===== src/rtl/reaction_game_ctrl.sv =====
`default_nettype none
// ============================================================================
// Module   : reaction_game_ctrl
// Purpose  : Sequencer for the reaction-timer game. Waits a pseudo-random
//            delay, lights the stimulus LED, then measures the player's
//            reaction time in milliseconds. Detects false starts and
//            timeouts and keeps the best valid time since reset.
// Ports    : clk           - system clock, rising edge
//            reset         - synchronous, active-high
//            start_btn     - debounced level, rising edge starts a round
//            react_btn     - debounced level, rising edge is the response
//            stim_led      - stimulus LED, high only while running
//            ms_count[13:0]- current or last reaction time (ms)
//            best_ms[13:0] - best valid time since reset (ms)
//            state[2:0]    - IDLE=0 WAIT=1 RUN=2 DONE=3 FOUL=4
//            result_valid  - one-cycle pulse on a valid (non-timeout) result
//            timeout       - level, set on a timeout, cleared on next start
//            false_start   - level, high while in FOUL
// Revision : 1.0 - initial release
// ============================================================================
module reaction_game_ctrl #(
    parameter int TICK_DIV     = 100000,
    parameter int MIN_DELAY_MS = 1000,
    parameter int RAND_BITS    = 11,
    parameter int TIMEOUT_MS   = 9999
) (
    input  logic        clk,
    input  logic        reset,
    input  logic        start_btn,
    input  logic        react_btn,
    output logic        stim_led,
    output logic [13:0] ms_count,
    output logic [13:0] best_ms,
    output logic [2:0]  state,
    output logic        result_valid,
    output logic        timeout,
    output logic        false_start
);

    localparam int              PW          = (TICK_DIV > 1) ? $clog2(TICK_DIV) : 1;
    localparam logic [PW-1:0]   c_tick_last = PW'(TICK_DIV - 1);
    localparam logic [13:0]     c_min_delay = 14'(MIN_DELAY_MS);
    localparam logic [13:0]     c_timeout   = 14'(TIMEOUT_MS);
    localparam logic [15:0]     c_lfsr_seed = 16'hACE1;

    typedef enum logic [2:0] {
        S_IDLE = 3'd0,
        S_WAIT = 3'd1,
        S_RUN  = 3'd2,
        S_DONE = 3'd3,
        S_FOUL = 3'd4
    } state_t;

    // Button capture: one input register, plus a delayed copy for edge detection
    logic        r_start_sync, r_start_q;
    logic        r_react_sync, r_react_q;
    logic        w_start_rise, w_react_rise;

    logic [15:0] r_lfsr;
    logic        w_lfsr_fb;
    logic [PW-1:0] r_presc;
    logic        w_tick;

    state_t      r_state, w_state_n;
    logic [13:0] r_delay, w_delay_n;
    logic [13:0] r_ms, w_ms_n;
    logic [13:0] r_best, w_best_n;
    logic        r_timeout, w_timeout_n;
    logic        r_rv, w_rv_n;
    logic        r_stim, r_foul;
    logic        w_presc_clr;
    logic [13:0] w_rand;

    assign w_start_rise = r_start_sync & ~r_start_q;
    assign w_react_rise = r_react_sync & ~r_react_q;

    // x^16 + x^14 + x^13 + x^11 + 1, Fibonacci form; the seed is non-zero so
    // the register can never lock up at zero.
    assign w_lfsr_fb = r_lfsr[15] ^ r_lfsr[13] ^ r_lfsr[12] ^ r_lfsr[10];
    assign w_rand    = 14'(r_lfsr[RAND_BITS-1:0]);

    assign w_tick = (r_presc == c_tick_last);

    // ------------------------------------------------------------------------
    // Next-state and datapath logic
    // ------------------------------------------------------------------------
    always_comb begin
        w_state_n   = r_state;
        w_delay_n   = r_delay;
        w_ms_n      = r_ms;
        w_best_n    = r_best;
        w_timeout_n = r_timeout;
        w_rv_n      = 1'b0;
        w_presc_clr = 1'b0;

        case (r_state)
            S_IDLE, S_DONE, S_FOUL: begin
                if (w_start_rise) begin
                    w_state_n   = S_WAIT;
                    w_delay_n   = c_min_delay + w_rand;
                    w_ms_n      = 14'd0;
                    w_timeout_n = 1'b0;
                    w_presc_clr = 1'b1;
                end
            end

            S_WAIT: begin
                // A press during the wait is a false start, even on a tick
                if (w_react_rise) begin
                    w_state_n = S_FOUL;
                end else if (w_tick) begin
                    // <= 1 rather than == 1 keeps a zero delay from wrapping
                    if (r_delay <= 14'd1) begin
                        w_state_n   = S_RUN;
                        w_delay_n   = 14'd0;
                        w_ms_n      = 14'd0;
                        w_presc_clr = 1'b1;
                    end else begin
                        w_delay_n = r_delay - 14'd1;
                    end
                end
            end

            S_RUN: begin
                // The response freezes the count before a same-cycle tick
                if (w_react_rise) begin
                    w_state_n = S_DONE;
                    w_rv_n    = 1'b1;
                    if (r_ms < r_best) begin
                        w_best_n = r_ms;
                    end
                end else if (w_tick) begin
                    if ((r_ms + 14'd1) >= c_timeout) begin
                        w_ms_n      = c_timeout;
                        w_state_n   = S_DONE;
                        w_timeout_n = 1'b1;
                    end else begin
                        w_ms_n = r_ms + 14'd1;
                    end
                end
            end

            default: begin
                w_state_n = S_IDLE;
            end
        endcase
    end

    // ------------------------------------------------------------------------
    // State and output registers
    // ------------------------------------------------------------------------
    always_ff @(posedge clk) begin
        if (reset) begin
            r_start_sync <= 1'b0;
            r_start_q    <= 1'b0;
            r_react_sync <= 1'b0;
            r_react_q    <= 1'b0;
            r_lfsr       <= c_lfsr_seed;
            r_presc      <= '0;
            r_state      <= S_IDLE;
            r_delay      <= 14'd0;
            r_ms         <= 14'd0;
            r_best       <= c_timeout;
            r_timeout    <= 1'b0;
            r_rv         <= 1'b0;
            r_stim       <= 1'b0;
            r_foul       <= 1'b0;
        end else begin
            r_start_sync <= start_btn;
            r_start_q    <= r_start_sync;
            r_react_sync <= react_btn;
            r_react_q    <= r_react_sync;
            r_lfsr       <= {r_lfsr[14:0], w_lfsr_fb};

            // Restarting on entry to WAIT/RUN aligns every tick to that entry
            if (w_presc_clr || w_tick) begin
                r_presc <= '0;
            end else begin
                r_presc <= r_presc + PW'(1);
            end

            r_state   <= w_state_n;
            r_delay   <= w_delay_n;
            r_ms      <= w_ms_n;
            r_best    <= w_best_n;
            r_timeout <= w_timeout_n;
            r_rv      <= w_rv_n;
            r_stim    <= (w_state_n == S_RUN);
            r_foul    <= (w_state_n == S_FOUL);
        end
    end

    assign state        = r_state;
    assign stim_led     = r_stim;
    assign ms_count     = r_ms;
    assign best_ms      = r_best;
    assign result_valid = r_rv;
    assign timeout      = r_timeout;
    assign false_start  = r_foul;

endmodule
`default_nettype wire

===== config.mk =====
export PLATFORM = sky130hd
export DESIGN_NAME = reaction_game_ctrl
export DESIGN_NICKNAME = d
export VERILOG_FILES = /design/src/rtl/reaction_game_ctrl.sv
export SDC_FILE = /design/constraint.sdc
export NUM_CORES = 1
export LEC_CHECK = 0
export CORE_MARGIN = 2
export CORE_UTILIZATION = 50
export DETAILED_ROUTE_END_ITERATION = 8
export PLACE_DENSITY = 0.7
export RECOVER_POWER = 50
export SKIP_LAST_GASP = 1
export SYNTH_ARGS = -nofsm -noshare
export SYNTH_HDL_FRONTEND = slang
export SYNTH_SLANG_ARGS = --single-unit

===== constraint.sdc =====
create_clock -name clk -period 4.7 [get_ports clk]
set_clock_uncertainty 0.1 [all_clocks]
set_input_delay 0.94 -clock clk [delete_from_list [all_inputs] [get_ports clk]]
set_output_delay 0.94 -clock clk [all_outputs]
set_load 0.02 [all_outputs]

==> results.sh <==
export IMPL_status="complete, no violations"
export IMPL_yosysTopAreaCell="dfxtp_1"
export IMPL_r2r_start="ms_count[1]"
export IMPL_io_buffers=38
export IMPL_fin_crit_ns=3.18
export IMPL_fp_dieArea_sq_um=9940
export IMPL_hp_class="reg2reg"
export IMPL_path_class="in2reg"
export IMPL_cts_sinks=86
export IMPL_cap_violations=0
export IMPL_fp_dieH_um=99.7
export IMPL_cts_max_level=3
export IMPL_startpoint="reset"
export IMPL_critPathLaunchType="input pin"
export IMPL_synthCells=549
export IMPL_finalSetupViolCount=0
export IMPL_cts_setup_buffers=0
export IMPL_vdd_drop_max_mv=0.178
export IMPL_nets=594
export IMPL_track_usage_pct=20.2
export IMPL_ys_seq_elements=86
export IMPL_clk_pin_slew_worst_paths_ns=0.09
export IMPL_drt_iter0_markers=176
export IMPL_drive_gt1_share_pct=7.29
export IMPL_root_buffer="clkbuf_8"
export IMPL_cts_made_buffers=9
export IMPL_cp_required_ns=4.85
export IMPL_synth_nets=572
export IMPL_fp_dieW_um=99.7
export IMPL_cts_resized=0
export IMPL_slew_viol_final=0
export IMPL_antenna_left=0
export IMPL_vias_per_cell=5.65
export IMPL_synth_edff_count=0
export IMPL_synthFlopType="dfxtp_1"
export IMPL_tns_ns=0
export IMPL_layout_setup_ws_ns=1.52
export IMPL_fmax_ghz=0.314
export IMPL_post_drt_wl_per_cell_um=14.5
export IMPL_worstMarginPinSlew_ns=1.45
export IMPL_cp_arrival_ns=3.33
export IMPL_io_pins=39
export IMPL_routed_wirelength_um=9940
export IMPL_diodes=0
export IMPL_syn2layout_area_growth_pct=12.0
export IMPL_final_cell_mix="dfxtp_1 (86), nor2_1 (63), nand2_1 (42), o21ai_0 (36), a21oi_1 (29)"
export IMPL_seq_area_frac_synth_pct=37.6
export IMPL_slew_headroom_pct=3.50
export IMPL_place_ws_ns=1.85
export IMPL_final_common_cell="dfxtp_1"
export IMPL_rsz0062_at_grt="no"
export IMPL_cts_tree="done"
export IMPL_cts_path_max_buffers=2
export IMPL_hold_ws_ns=0.314
export IMPL_grt_overflow_total=0
export IMPL_ys_types=67
export IMPL_grt_antenna_before_repair=0
export IMPL_drc=0
export IMPL_grt_pass1_wl_um=16400
export IMPL_synth_area_sq_um=4580
export IMPL_power_density_nw_per_um2=294
export IMPL_critPathCaptureType="register"
export IMPL_crit_fanout=35
export IMPL_num_rows=34
export IMPL_clk_latency_ns=0.36
export IMPL_yosys_warnings=0
export IMPL_nFillCells=828
export IMPL_first_pass_iters=5
export IMPL_start_util_pct=52.0
export IMPL_grt_pass1_vias=3579
export IMPL_worstHoldStart="r_lfsr[14]"
export IMPL_post_route_period_util_pct=67.7
export IMPL_synthTopCellsByArea="dfxtp_1 (38%), ha_1 (5.2%), nor2_1 (5.2%)"
export IMPL_core_area_sq_um=8810
export IMPL_routabilityCongestion=0.830
export IMPL_async_reset_ff_share_pct=0
export IMPL_dpl_hpwl_um=6900
export IMPL_syn_area_per_cell_sq_um=8.34
export IMPL_grt_max_degree=36
export IMPL_vias=3866
export IMPL_hold_viol=0
export IMPL_p_leak_nw=2.04
export IMPL_synth_top_area_share_pct=37.6
export IMPL_cts_hold_buffers=0
per-layer routing:
layer  track usage [%]  wire [um]  vias to the layer above
met2              33.4       4720                       78
met1              27.1       4760                     1821
met4              6.53         83                        0
met5                 0          0                        -
li1                  -          -                     1961
met3              3.16        375                        6
through the flow:
step	util [%]	total power (W)	area, sq um	instances
after floorplan	-	0.000920	4580	549
after CTS	58.3	0.00152	5130	684
final	58.2	0.00151	5130	684
after detailed placement	55.8	0.000942	4910	668
after global placement	55.8	0.000939	4910	668
after global routing	58.2	0.00157	5130	684
final timing paths:
path                       to  slack [ns]  cells past startpoint
setup / recovery     stim_led        1.52                      4
hold / removal     r_lfsr[15]        0.31                      1
setup reg to reg  ms_count[5]        1.79                      9
hold reg to reg    r_lfsr[15]        0.31                      1
worst max-delay path, stage by stage:
cell and delay, ns:
clkbuf_1 0.94, clkbuf_1 1.13, nor3_1 0.12, o211a_1 0.19
kinds of logic (layout without fill, tap and decap cells):
logic type      count (synthesis)  count (layout)  synth area share [%]
compound gates                117             117                  16.3
mux                            12              12                  2.62
buf+inv                        56              83                  6.56
simple gates                  230             230                  26.2
flops                          86              86                  37.6
xor+xnor                       29              29                  5.55
fa+ha+maj                      19              19                  5.19
flip-flops by register name, summed over array words and instances (netlist names):
signal        count
false_start       1
result_valid      1
r_start_q         1
ms_count         14
r_delay          14
r_react_sync      1
best_ms          14
timeout           1
r_start_sync      1
r_lfsr           16
state             3
r_react_q         1
r_presc          17
stim_led          1
report_power, final:
group          total (W)  switching [W]  internal, W  leakage, nW
Combinational   0.000157      0.0000986    0.0000582         1.23
Sequential      0.000770      0.0000193     0.000751        0.701
Clock           0.000581       0.000280     0.000301        0.110
synth_stat cells (4+ instances only):
cell,number
nand2b_1,8
a211oi_1,4
a31oi_1,4
ha_1,19
mux2i_1,12
a22oi_1,9
nor2_1,63
dfxtp_1,86
inv_1,24
nand3_1,17
nor2b_1,21
nor4_1,6
or2b_2,4
nand4_1,9
and3_1,4
o21ai_0,36
and4_1,4
or2_2,8
a21oi_1,29
buf_2,6
or3_1,8
nand2_1,42
clkbuf_1,16
o211ai_1,4
xnor2_1,15
xor2_1,14
nor3_1,17
a21o_1,6
area by class of cell:
| class | instances | area (sq um) | share of cell area, % |
|---|---|---|---|
| Clock buffer | 9 | 124 | 2.42 |
| Clock inverter | 7 | 95.1 | 1.86 |
| Inverter | 25 | 93.8 | 1.83 |
| Multi-Input combinational cell | 407 | 2560 | 49.9 |
| Sequential cell | 86 | 1720 | 33.6 |
| Tap cell | 108 | 135 | 2.64 |
| Timing Repair Buffer | 42 | 400 | 7.81 |
No activity file was read; power rests on OpenSTA's default activity.
